[src/rtl/oam_dma.sv]
// ---------------------------------------------------------------------------
// oam_dma: sprite-attribute DMA engine.
// A CPU write to DMA_REGISTER_ADDRESS starts a transfer. The engine then
// stalls the CPU and copies the 256 bytes {page, 8'h00}..{page, 8'hFF} to
// OAM_DATA_ADDRESS, using one read and one write per byte. READ always
// begins on an even CPU cycle, so a trigger on an odd cycle costs one extra
// ALIGN cycle.
//
// Ports
//   clock_i          system clock; all state changes on its rising edge
//   reset_i          synchronous active-high reset
//   tick_i           CPU-cycle enable; state only advances when high
//   cpu_address_i    CPU bus address (watched for the trigger write)
//   cpu_data_i       CPU write data (becomes the source page)
//   cpu_write_i      CPU write strobe
//   bus_data_i       read data returned by the shared bus
//   bus_data_valid_i bus_data_i is valid this cycle
//   cpu_halt_o       stalls the CPU while the engine is active
//   bus_grant_o      the engine owns the shared bus
//   bus_address_o    engine bus address
//   bus_data_o       engine write data
//   bus_read_o       engine read request
//   bus_write_o      engine write strobe
//   busy_o           high in every state except IDLE
// ---------------------------------------------------------------------------
module oam_dma #(
  parameter logic [15:0] DMA_REGISTER_ADDRESS = 16'h4014,
  parameter logic [15:0] OAM_DATA_ADDRESS     = 16'h2004
) (
  input  logic        clock_i,
  input  logic        reset_i,
  input  logic        tick_i,
  input  logic [15:0] cpu_address_i,
  input  logic [7:0]  cpu_data_i,
  input  logic        cpu_write_i,
  input  logic [7:0]  bus_data_i,
  input  logic        bus_data_valid_i,
  output logic        cpu_halt_o,
  output logic        bus_grant_o,
  output logic [15:0] bus_address_o,
  output logic [7:0]  bus_data_o,
  output logic        bus_read_o,
  output logic        bus_write_o,
  output logic        busy_o
);

  typedef enum logic [2:0] {
    ST_IDLE  = 3'd0,
    ST_HALT  = 3'd1,
    ST_ALIGN = 3'd2,
    ST_READ  = 3'd3,
    ST_WRITE = 3'd4
  } state_t;

  state_t      state_q, state_d;
  logic [7:0]  page_q, page_d;
  logic [7:0]  index_q, index_d;
  logic [7:0]  latch_q, latch_d;
  logic        parity_q, parity_d;

  // Output registers; they hold the decode of the state being entered, so
  // they always equal a pure function of the current registered state.
  logic        cpu_halt_q, cpu_halt_d;
  logic        bus_grant_q, bus_grant_d;
  logic [15:0] bus_address_q, bus_address_d;
  logic [7:0]  bus_data_q, bus_data_d;
  logic        bus_read_q, bus_read_d;
  logic        bus_write_q, bus_write_d;
  logic        busy_q, busy_d;

  logic        trigger_s;

  assign trigger_s = cpu_write_i && (cpu_address_i == DMA_REGISTER_ADDRESS);

  // Next-state logic: transfer sequencing, gated by the CPU-cycle tick.
  always_comb begin
    state_d  = state_q;
    page_d   = page_q;
    index_d  = index_q;
    latch_d  = latch_q;
    parity_d = parity_q;
    if (tick_i) begin
      // parity_q is the parity of the cycle ending at this tick (0 = even)
      parity_d = ~parity_q;
      case (state_q)
        ST_IDLE: begin
          if (trigger_s) begin
            page_d  = cpu_data_i;
            index_d = 8'd0;
            state_d = ST_HALT;
          end else begin
            state_d = ST_IDLE;
          end
        end
        ST_HALT: begin
          // Leaving HALT on an even tick would start READ on an odd cycle.
          if (parity_q == 1'b0) begin
            state_d = ST_ALIGN;
          end else begin
            state_d = ST_READ;
          end
        end
        ST_ALIGN: begin
          state_d = ST_READ;
        end
        ST_READ: begin
          if (bus_data_valid_i) begin
            latch_d = bus_data_i;
            state_d = ST_WRITE;
          end else begin
            state_d = ST_READ;
          end
        end
        ST_WRITE: begin
          // index wraps inside 8 bits; page is never touched here
          index_d = index_q + 8'd1;
          if (index_q == 8'hFF) begin
            state_d = ST_IDLE;
          end else begin
            state_d = ST_READ;
          end
        end
        default: begin
          state_d = ST_IDLE;
        end
      endcase
    end else begin
      state_d = state_q;
    end
  end

  // Output decode of the state being entered next edge.
  always_comb begin
    cpu_halt_d    = 1'b0;
    bus_grant_d   = 1'b0;
    bus_address_d = 16'h0000;
    bus_data_d    = 8'h00;
    bus_read_d    = 1'b0;
    bus_write_d   = 1'b0;
    busy_d        = 1'b0;
    case (state_d)
      ST_IDLE: begin
        busy_d = 1'b0;
      end
      ST_HALT, ST_ALIGN: begin
        cpu_halt_d  = 1'b1;
        bus_grant_d = 1'b1;
        busy_d      = 1'b1;
      end
      ST_READ: begin
        cpu_halt_d    = 1'b1;
        bus_grant_d   = 1'b1;
        busy_d        = 1'b1;
        bus_address_d = {page_d, index_d};
        bus_read_d    = 1'b1;
      end
      ST_WRITE: begin
        cpu_halt_d    = 1'b1;
        bus_grant_d   = 1'b1;
        busy_d        = 1'b1;
        bus_address_d = OAM_DATA_ADDRESS;
        bus_data_d    = latch_d;
        bus_write_d   = 1'b1;
      end
      default: begin
        busy_d = 1'b0;
      end
    endcase
  end

  // State, datapath and output registers with synchronous reset.
  always_ff @(posedge clock_i) begin
    if (reset_i) begin
      state_q       <= ST_IDLE;
      page_q        <= 8'h00;
      index_q       <= 8'h00;
      latch_q       <= 8'h00;
      parity_q      <= 1'b0;
      cpu_halt_q    <= 1'b0;
      bus_grant_q   <= 1'b0;
      bus_address_q <= 16'h0000;
      bus_data_q    <= 8'h00;
      bus_read_q    <= 1'b0;
      bus_write_q   <= 1'b0;
      busy_q        <= 1'b0;
    end else begin
      state_q       <= state_d;
      page_q        <= page_d;
      index_q       <= index_d;
      latch_q       <= latch_d;
      parity_q      <= parity_d;
      cpu_halt_q    <= cpu_halt_d;
      bus_grant_q   <= bus_grant_d;
      bus_address_q <= bus_address_d;
      bus_data_q    <= bus_data_d;
      bus_read_q    <= bus_read_d;
      bus_write_q   <= bus_write_d;
      busy_q        <= busy_d;
    end
  end

  assign cpu_halt_o    = cpu_halt_q;
  assign bus_grant_o   = bus_grant_q;
  assign bus_address_o = bus_address_q;
  assign bus_data_o    = bus_data_q;
  assign bus_read_o    = bus_read_q;
  assign bus_write_o   = bus_write_q;
  assign busy_o        = busy_q;

endmodule

[config.mk]
export PLATFORM = sky130hd
export DESIGN_NAME = oam_dma
export DESIGN_NICKNAME = d
export VERILOG_FILES = /design/src/rtl/oam_dma.sv
export SDC_FILE = /design/constraint.sdc
export NUM_CORES = 1
export LEC_CHECK = 0
export ABC_AREA = 1
export CORE_MARGIN = 4
export CORE_UTILIZATION = 50
export DETAILED_ROUTE_END_ITERATION = 10
export MAX_ROUTING_LAYER = met4
export PLACE_DENSITY = 0.81
export SKIP_LAST_GASP = 1
export SLEW_MARGIN = 20
export SYNTH_ARGS = -nofsm -noshare
export SYNTH_HDL_FRONTEND = slang
export SYNTH_SLANG_ARGS = --single-unit
[constraint.sdc]
create_clock -name clock_i -period 4.2 [get_ports clock_i]
set_input_delay 0.63 -clock clock_i [delete_from_list [all_inputs] [get_ports clock_i]]
set_output_delay 0.63 -clock clock_i [all_outputs]
set_load 0.02 [all_outputs]
==> metrics.md <==
| Metric | Value |
|---|---|
| Arrival time at the worst endpoint | between 2 and 3 ns |
| Setup ws final | approximately 1.9 ns |
| CP Class | input port to flip-flop |
| Antenna-violating nets left | 0 |
| Vias in the first global route | 1725 |
| Clock tree sinks | 55 |
| DRC violations left | 0 |
| Initial antenna violation count | 0 |
| Placeable Area | 4384 sq um |
| #FFs+latches synth | 55 |
| Post-CTS Repair Setup Buffers | 0 |
| # IOs | 66 |
| Chip width | 75.53 um |
| Pre-CTS setup slack | about 1.6 ns |
| Synthesized instance count | 279 |
| Via/cell ratio | 4.823 |
| Run status | complete, no violations |
| Placement Cell Area | between 2000 and 3000 sq um |
| First-pass GRT wire length | around 7400 um |
| Vias | 1910 |
| Leakage | around 1.3 nW |
| WHS Endpoint | page_q[6] |
| Critical path endpoint category | flip-flop |
| Root buf cell | clkbuf_8 |
| DPL Wire Length | 3566 um |
| CP startpoint kind | input port |
| Worst skew pair latency | 0.30 ns |
| Sequential share of the synthesized area | between 40% and 50% |
| Share of cells above drive strength 1 | 16.57% |
| Critical path required time | 4.42 ns |
| Final wirelength | ~4600 um |
| Worst r2r src | index_q[0] |
| Most frequent cells in the layout | clkdlybuf4s50_1 (65), dfxtp_1 (55), nor2_1 (40) |
| Antenna cells | 0 |
| CTS H-tree lvls | 2 |
| Initial Utilization | 52.00% |
| HP Start | page_q[6] |
| Register Area | 1101 sq um |
| TritonCTS clock tree | built |
| Post_cts resized | 0 |
| Design Area, Final | between 3000 and 4000 sq um |
| GP Congestion | around 0.86 |
| Drt initial violations | 127 |
| Synthesis-to-finish area growth | 32.49% |
| Clock skew | approximately 0.0045 ns |
| Max-capacitance violation count | 0 |
| NumNets Final | 381 |
| Synthesized area per cell | 8.171 sq um |
| Clk buf depth | 2 |
| All-layer global routing usage | 17.59% |
| Largest net degree at the start of global routing | 19 |
| Commonest non-fill, non-tap cell in the layout | clkdlybuf4s50_1 |
| Routed WL per cell | about 12 um |
| Pwr dens | 279.3 nW/um^2 |
| Max IR drop VDD | 0.2431 mV |
| Num CTS Buffers | 5 |
| Crit. Startpoint | tick_i |
| Fill cells | 368 |
| Hold Violations, Final | 0 |
| Actual slew at the worst max-slew pin | 0.6105 ns |
| Hold Crit Depth | 2 |
| Multi-input gate area | 960.9 sq um |
| Unrepaired setup endpoints after global routing | no |
| Clock Pin Slew Worst Setup and Hold Paths | 0.08 ns |
| Share of the clock period used by the worst path | 55.11% |
| Pre-antenna DRT Iters | 4 |
| Row Count | 24 |
| Mapped Area | around 2300 sq um |
| HP Class | flip-flop to flip-flop |
| PortBufs | 65 |
| R2r setup slk | roughly 2.4 ns |
| Yosys Warn Count | 0 |
| Crit path max fanout | 11 |
| Post-synth cell types | 32 |
| Final Max Tran Viols | 0 |
| Final number of setup-violating endpoints | 0 |
| FMAX | 432.0 MHz |
| Worst-case reg-to-reg path depth | 12 |
| Grt ovf | 0 |
| Relative slew slack | 59.17% |
| RR Endpoint | bus_address_o[1] |
| Die area | 5704 sq um |
| Die height | approximately 76 um |
| Setup TNS | 0 ns |
| # hold bufs at CTS | 0 |
| Min cycle time layout | ~2.3 ns |
| Syn nets | about 320 |
registers in the layout, indices dropped and copies added, names as in the netlist:
name and count:
state_q 3, bus_write_o 1, bus_data_o 8, page_q 8
bus_read_o 1, parity_q 1, busy_o 1, latch_q 8
bus_address_o 16, index_q 8
per-stage QoR:
step / hold slack [ns] / power [mW] / utilization [%] / instances
after CTS: 0.4868 / 0.8519 / 68.89 / 396
after global routing: 0.5019 / 0.8764 / 68.89 / 396
after global placement: 0.4520 / 0.5859 / 67.04 / 388
after detailed placement: 0.4663 / 0.5869 / 67.04 / 388
final: 0.4815 / 0.8437 / 68.89 / 396
after floorplan: 0.4370 / 0.5515 / - / 279
synth_stat cells:
cell type / instances / area (sq um)
nand4_2: 1 / 12.51
o21ai_2: 2 / 17.52
nor2_4: 4 / 45.04
nand4_1: 1 / 6.260
buf_4: 3 / 22.52
a21oi_1: 10 / 50.05
nand2_2: 7 / 43.79
ha_1: 1 / 12.51
and2_0: 1 / 6.260
nor3_1: 1 / 5.000
nor2_2: 14 / 87.58
nand3_2: 4 / 40.04
mux2i_1: 1 / 10.01
nand3b_1: 2 / 15.01
nand2_1: 33 / 123.9
nand4_4: 1 / 21.27
a21oi_4: 1 / 16.27
o21ai_0: 23 / 115.1
buf_6: 2 / 22.52
inv_2: 7 / 26.28
or2_1: 1 / 6.260
clkbuf_1: 3 / 11.26
nand2_4: 1 / 11.26
dfxtp_1: 55 / 1101
a21oi_2: 1 / 8.760
inv_1: 35 / 131.4
or2_2: 1 / 6.260
nand3_1: 13 / 65.06
nor2_1: 40 / 150.1
nor3_2: 7 / 70.07
clkinv_1: 1 / 3.750
a22oi_1: 2 / 15.01
per-layer routing:
metal	GRT usage, %	vias up	wire [um]	part of all wire (%)
met1	21.79	848	1967	43
li1	-	1000	-	-
met2	28.09	57	2230	49
met3	4.749	5	363	7.9
met5	-	-	0	0
met4	5.243	0	36	0.78
worst max-delay path: stages:
cell and delay, ns:
clkdlybuf4s50_1 0.84, inv_1 0.24, nor2_1 0.18, inv_1 0.09, nor2_1 0.16, or2_2 0.14
nand3_1 0.07, nor3_1 0.18
cells by family after synthesis:
logic type | after synthesis | share of synthesized area, %
AO/OA/AOI/OAI | 39 | 9.770
buffers and inverters | 51 | 9.550
AND/OR/NAND/NOR | 132 | 31.39
flip-flops | 55 | 48.30
multiplexers | 1 | 0.4391
adder cells (fa/ha/maj) | 1 | 0.5488
layout make-up:
cell class,instances,area share (%)
flip-flops and latches,55,36.45
well taps,52,2.154
multi-input cells,173,31.81
repair buffers,65,21.54
inverters,43,5.344
clock inverters,1,0.1657
clock buffers,7,2.527
report_power, final:
part           internal (mW)  leakage, nW  switching [mW]
logic                 0.0334        0.785          0.0192
registers              0.522        0.443        0.000201
clock network          0.117       0.0422           0.152
total                  0.672         1.27           0.171
worst max path at each step:
| stage | end | slack (ns) | depth (start not counted) |
|---|---|---|---|
| after floorplan | page_q[6] | 2.43 | 8 |
| after global placement | bus_address_o[1] | 1.63 | 6 |
| after detailed placement | bus_address_o[1] | 1.56 | 6 |
| after CTS | bus_address_o[1] | 1.88 | 6 |
| after global routing | bus_address_o[0] | 1.71 | 8 |
| final | bus_address_o[0] | 1.89 | 8 |
No activity file was read; power rests on OpenSTA's default activity.
